<file path="config.mk">
export PLATFORM = sky130hd
export DESIGN_NAME = next_line_prefetch_buffer
export DESIGN_NICKNAME = d
export VERILOG_FILES = /design/src/rtl/next_line_prefetch_buffer.sv
export SDC_FILE = /design/constraint.sdc
export NUM_CORES = 1
export LEC_CHECK = 0
export CAP_MARGIN = 20
export CORE_AREA = 2 2 434 436
export CTS_CLUSTER_DIAMETER = 100
export DETAILED_ROUTE_END_ITERATION = 12
export DIE_AREA = 0 0 436 438
export PLACE_DENSITY = 0.3
export SYNTH_ARGS = -nofsm -noshare
export SYNTH_HDL_FRONTEND = slang
export SYNTH_SLANG_ARGS = --single-unit
</file>
<file path="constraint.sdc">
create_clock -name clk -period 8.9 [get_ports clk]
set_clock_uncertainty 0.1 [all_clocks]
set_input_delay 2.225 -clock clk [delete_from_list [all_inputs] [get_ports clk]]
set_output_delay 2.225 -clock clk [all_outputs]
set_load 0.005 [all_outputs]
</file>
<file path="src/rtl/next_line_prefetch_buffer.sv">
// Line-read path between the L2 miss port and the pmem arbiter, with a one-line
// next-line prefetch buffer that answers sequential demand reads without pmem traffic.
module next_line_prefetch_buffer #(
  parameter bit PF_ENABLE = 1'b1,
  parameter int CNT_WIDTH = 16
) (
  input  logic                 clk,
  input  logic                 rst_n,
  input  logic                 cache_read,
  input  logic                 cache_write,
  input  logic [31:0]          cache_addr,
  input  logic [255:0]         cache_wdata,
  output logic                 cache_resp,
  output logic [255:0]         cache_rdata,
  output logic                 mem_read,
  output logic                 mem_write,
  output logic [31:0]          mem_addr,
  output logic [255:0]         mem_wdata,
  input  logic                 mem_resp,
  input  logic [255:0]         mem_rdata,
  output logic [CNT_WIDTH-1:0] hit_count,
  output logic [CNT_WIDTH-1:0] miss_count
);

  typedef enum logic [2:0] {S_IDLE, S_HIT, S_DEMAND, S_WRITE, S_PF} state_t;

  state_t                 state_reg, state_next;
  logic                   buf_valid_reg, buf_valid_next;
  logic [26:0]            buf_tag_reg, buf_tag_next;
  logic [255:0]           buf_data_reg, buf_data_next;
  logic [26:0]            pf_tag_reg, pf_tag_next;
  logic [CNT_WIDTH-1:0]   hit_count_reg, miss_count_reg;
  logic                   hit_inc, miss_inc;
  logic                   launch;
  logic [26:0]            launch_tag;
  logic [26:0]            req_tag;
  logic                   buf_hit;
  logic                   unused_addr_bits;

  assign req_tag          = cache_addr[31:5];
  assign buf_hit          = buf_valid_reg && (buf_tag_reg == req_tag);
  assign unused_addr_bits = ^cache_addr[4:0];
  assign hit_count        = hit_count_reg;
  assign miss_count       = miss_count_reg;

  always_comb begin
    state_next     = state_reg;
    buf_valid_next = buf_valid_reg;
    buf_tag_next   = buf_tag_reg;
    buf_data_next  = buf_data_reg;
    pf_tag_next    = pf_tag_reg;
    hit_inc        = 1'b0;
    miss_inc       = 1'b0;
    launch         = 1'b0;
    launch_tag     = '0;
    cache_resp     = 1'b0;
    cache_rdata    = '0;
    mem_read       = 1'b0;
    mem_write      = 1'b0;
    mem_addr       = '0;
    mem_wdata      = '0;

    case (state_reg)
      S_IDLE: begin
        if (cache_write) begin
          state_next = S_WRITE;
        end else if (cache_read) begin
          if (buf_hit) begin
            state_next = S_HIT;
          end else begin
            state_next = S_DEMAND;
            miss_inc   = 1'b1;
          end
        end
      end
      S_HIT: begin
        cache_resp  = 1'b1;
        cache_rdata = buf_data_reg;
        hit_inc     = 1'b1;
        launch      = 1'b1;
        launch_tag  = buf_tag_reg;
      end
      S_DEMAND: begin
        mem_read = 1'b1;
        mem_addr = {req_tag, 5'b0};
        if (mem_resp) begin
          cache_resp  = 1'b1;
          cache_rdata = mem_rdata;
          launch      = 1'b1;
          launch_tag  = req_tag;
        end
      end
      S_WRITE: begin
        mem_write = 1'b1;
        mem_addr  = {req_tag, 5'b0};
        mem_wdata = cache_wdata;
        if (mem_resp) begin
          cache_resp = 1'b1;
          state_next = S_IDLE;
          if (buf_tag_reg == req_tag) buf_valid_next = 1'b0;
        end
      end
      S_PF: begin
        mem_read = 1'b1;
        mem_addr = {pf_tag_reg, 5'b0};
        if (mem_resp) begin
          buf_data_next  = mem_rdata;
          buf_tag_next   = pf_tag_reg;
          buf_valid_next = 1'b1;
          state_next     = S_IDLE;
        end
      end
      default: state_next = S_IDLE;
    endcase

    // After a served read, fetch the following line unless it would wrap past the top.
    if (launch) begin
      if (PF_ENABLE && !(&launch_tag)) begin
        state_next     = S_PF;
        pf_tag_next    = launch_tag + 27'd1;
        buf_valid_next = 1'b0;
      end else begin
        state_next = S_IDLE;
      end
    end
  end

  always_ff @(posedge clk or negedge rst_n) begin
    if (!rst_n) begin
      state_reg      <= S_IDLE;
      buf_valid_reg  <= 1'b0;
      buf_tag_reg    <= '0;
      buf_data_reg   <= '0;
      pf_tag_reg     <= '0;
      hit_count_reg  <= '0;
      miss_count_reg <= '0;
    end else begin
      state_reg     <= state_next;
      buf_valid_reg <= buf_valid_next;
      buf_tag_reg   <= buf_tag_next;
      buf_data_reg  <= buf_data_next;
      pf_tag_reg    <= pf_tag_next;
      // Statistics saturate rather than wrap.
      if (hit_inc && !(&hit_count_reg))   hit_count_reg  <= hit_count_reg + CNT_WIDTH'(1);
      if (miss_inc && !(&miss_count_reg)) miss_count_reg <= miss_count_reg + CNT_WIDTH'(1);
    end
  end

endmodule

</file>
Word level (Yosys, flattened, before mapping)

Cells that the tools add are included.

Reductions and logical operators: 16
Bitwise gates (word level): 1
Mux-type cells: 29
Eq/ne operators: 8
Add/sub/neg operators: 3

Operators by type and width:

| kind                  | count |
|---|---|
| $mux 256              | 2 |
| $pmux 256 s2          | 1 |
| $pmux 32 s2           | 1 |
| $pmux 27 s2           | 1 |
| $add 16x1->16 const B | 2 |
| $reduce_and 16->1     | 2 |
| $add 27x1->27 const B | 1 |
| $eq 27x27->1          | 1 |
| $mux 27               | 1 |
| $reduce_and 27->1     | 1 |
| $mux 3                | 5 |
| $mux 1                | 13 |
| $pmux 3 s3            | 1 |
| $reduce_or 2->1       | 4 |
| $eq 3x2->1 const B    | 2 |
| $pmux 1 s2            | 3 |
| $ne 4x4->1 const B    | 1 |
| $reduce_and 2->1      | 2 |
| $eq 3x1->1 const B    | 1 |
| $eq 3x3->1 const B    | 1 |
| $logic_and 1x1->1     | 3 |
| $logic_not 3->1       | 1 |
| $ne 3x1->1 const B    | 1 |
| $reduce_and 3->1      | 1 |
| 4 further kinds       | 5 |

Flip-flop bits (word level): 346
Input bits: 549
Output and inout port bits: 579

Longest topological paths before layout

Depth in word-level cells: 7
Depth in mapped cells: 13
Mapped depth without buffers: 8

Least setup slack after synthesis

OpenSTA, ideal clock, no wires.

Path type: input-to-output
Start point: input mem_resp
End point: output cache_rdata[102]
Stages: 6
Setup slack: 3.011 ns
Arrival time: 3.564 ns
Path buffers: 4
Path through: buf_2 and4bb_1 buf_2 buf_1 buf_1 a22o_1

Longest elaborated chain between the ends: 2

Ends and longest elaborated chain:

| element      | RTL line | text |
|---|---|---|
| from (decl)  | 19       | `input logic mem_resp,` |
| $mux 256     | 86       | `if (mem_resp) begin` |
| $pmux 256 s2 | 63       | `case (state_reg)` |
| to (decl)    | 14       | `output logic [255:0] cache_rdata,` |

Every way passes these cells.

Worst setup path in the final report

Start point: input mem_resp
End point: output cache_rdata[118]

The elaborated chain is that of the path after synthesis.

==> impl_metrics.tcl <==
set metrics [dict create \
    status "finished clean" \
    relSlewSlack 0.2266 \
    fin_setup_tns_ns 0 \
    start_kind "primary input" \
    placed_area_sq_um 33020 \
    ys_ff_latch 346 \
    cts_tree "built" \
    insertion_delay_ns 0.66 \
    netlist-cell-type-count 56 \
    synth-compound-area-share 0.1525 \
    max_cap_viol_count 0 \
    areaGrowthSynthToFinish_pct 81.88 \
    setup_viol 0 \
    ctsResizeCount 0 \
    preCtsSetupSlack_ns 1.814 \
    nets 3857 \
    r2r_slack_ns 4.60 \
    fin_ws_ns 1.877 \
    cts_setup_buffers 0 \
    vias 21420 \
    rr_worst_depth 9 \
    pin_count 1128 \
    ctsHoldBuffers 0 \
    cts_buffers 54 \
    synth_area_leader_cell "dfrtp_1" \
    drt-vias-per-instance 3.655 \
    synthAdderAreaFrac 0.001958 \
    synthesis.area_sq_um 19170 \
    grt_pass1_wl_mm 205.1 \
    die_h_microns 438 \
    met2WireLength_mm 66.52 \
    rr_startpoint "state_reg[0]$_DFFE_PN0P_" \
    worstSetupStartpoint "mem_resp" \
    drv_slew 0 \
    globalplace.congestion 0.8703 \
    port_buffers 1117 \
    htreeDepth 2 \
    wl_met1_mm 68.96 \
    synth.top_cells.by_area "dfrtp_1, nand2_1, a22o_1, and3_1, clkbuf_1" \
    ir_drop_mv 0.1622 \
    post-route-min-period_ns 7.023 \
    syn_inst 2308 \
    yosys.area.top_type_share 0.4517 \
    cts_num_sinks 346 \
    dp_hpwl_mm 122.4 \
    endpoint "cache_rdata[118]" \
    core_sq_um 186600 \
    leakagePower_nw 15.17 \
    power.density_nw_per_um2 266.3 \
    dieArea_sq_um 191000 \
    endpoint_kind "output pin" \
    synth-simple-area-share 0.3096 \
    hold_path.class "reg -> reg" \
    final_design_area_no_fill_sq_um 34860 \
    antenna_found_initial 46 \
    ys_seq_area_frac 0.4517 \
    drt_iter0_drc 1393 \
    drive_gt1_frac 0.03945 \
    largest_register_ffs 256 \
    core.rowCount 159 \
    synth_xor_area_frac 0.03610 \
    whs_ns 0.3725 \
    fmax_ghz 0.1424 \
    avgSynthCellArea_sq_um 8.305 \
    track_usage 0.1573 \
    yosys_warnings 0 \
    synthMuxAreaShare 0.001763 \
    initial_core_util 0.1027 \
    grt_overflow_total 0 \
    synth_commonest_cells "nand2_1, dfrtp_1, a22o_1" \
    synth_ff_type "dfrtp_1" \
    yosysMostFrequentCell "nand2_1" \
    r2r_end "pf_tag_reg[1]$_DFFE_PN0P_" \
    cts.clk_slew.worst_paths_ns 0.05 \
    die_x_microns 436 \
    grt_pass1_vias 21190 \
    ant_nets 0 \
    rsz0062_at_grt "no" \
    drtPass1Iterations 5 \
    tightestPinTransition_ns 1.160 \
    wl_met3_mm 19.06 \
    grt_max_degree 184 \
    cts-root-buf "clkbuf_16" \
    fillers 20990 \
    synth_edf_count 0 \
    drc 0 \
    ctsLongestPathBuffers 3 \
    wl_per_cell_microns 26.94 \
    dr.max_layer_used "met5" \
    critPathArrivalTime_ns 4.70 \
    synth_top_family_by_area "simple AND/OR/NAND/NOR gates" \
    crit_type "in -> out" \
    wl_mm 157.9 \
    min_period_over_period 0.7891 \
    hold_viol_final 0 \
    required_ns 6.58 \
    synthArstFlopShare 1.000 \
    critPathMaxFanout 83 \
]
[report_power, final]
group          total [mW]  internal, mW  switching (mW)
Clock                2.22          1.31           0.911
Combinational        4.43          1.96            2.47
Sequential           2.64          2.22           0.413
Total                9.28          5.49            3.79
[cell families (layout without fill, tap and decap cells)]
| group | count (synthesis) | count (layout) |
|---|---|---|
| other | 1 | 25 |
| xor gates and xnor gates | 79 | 79 |
| DFF | 346 | 346 |
| muxes | 3 | 3 |
| buffers and inverters | 217 | 1251 |
| and+or+nand+nor | 1311 | 1311 |
| AOI/OAI and AO/OA | 348 | 348 |
| adders and majority gates | 3 | 3 |
[cell usage in the layout (no fill, tap or decap), types with 19 or more instances in the layout]
cell type / n
a22o_1: 284
and3_1: 266
buf_4: 21
clkbuf_16: 54
clkdlybuf4s50_1: 1116
dfrtp_1: 345
diode_2: 20
nand2_1: 910
nand3_1: 19
nand3b_1: 19
nor2_1: 22
xnor2_1: 62
[metrics by stage]
step | utilization | total power, mW | cells
floorplan | - | 4.472 | 2312
global placement | 0.1770 | 7.155 | 5744
detailed placement | 0.1770 | 7.129 | 5744
CTS | 0.1865 | 9.489 | 5841
global route | 0.1867 | 9.908 | 5849
finish | 0.1868 | 9.285 | 5861
[worst min-delay path by stage]
stage,startpoint,end,slack (ns),cells past startpoint
2_1_floorplan,buf_data_reg[0]$_DFFE_PN0P_,buf_data_reg[0]$_DFFE_PN0P_,0.35,2
4_1_cts,pf_tag_reg[19]$_DFFE_PN0P_,buf_tag_reg[19]$_DFFE_PN0P_,0.37,2
5_1_grt,buf_data_reg[221]$_DFFE_PN0P_,buf_data_reg[221]$_DFFE_PN0P_,0.39,2
6_report,buf_data_reg[204]$_DFFE_PN0P_,buf_data_reg[204]$_DFFE_PN0P_,0.37,2
3_5_place_dp,buf_data_reg[130]$_DFFE_PN0P_,buf_data_reg[130]$_DFFE_PN0P_,0.36,2
3_3_place_gp,buf_data_reg[24]$_DFFE_PN0P_,buf_data_reg[24]$_DFFE_PN0P_,0.36,2
[critical path, cell delays in order]
cell and delay (ns):
clkdlybuf4s50_1 0.58, and4bb_4 0.57, buf_12 0.44, a22o_1 0.20, clkdlybuf4s50_1 0.59
[metal layers]
metal / track usage / vias up
li1: - / 9895
met2: 0.2269 / 798
met5: 0 / -
met3: 0.08913 / 147
met4: 0.03633 / 22
met1: 0.2008 / 10560
[final cells by class]
type | instances | area, sq um | area share
well taps | 2495 | 3122 | 0.08955
multi-input cells | 1749 | 9672 | 0.2774
clock inverters | 20 | 261.5 | 0.007501
flip-flops and latches | 346 | 8662 | 0.2485
inverters | 6 | 22.52 | 0.0006460
clock buffers | 77 | 1528 | 0.04382
repair buffers | 1148 | 11540 | 0.3311
diodes | 20 | 50.05 | 0.001436
Power figures use the tool's default switching activity.
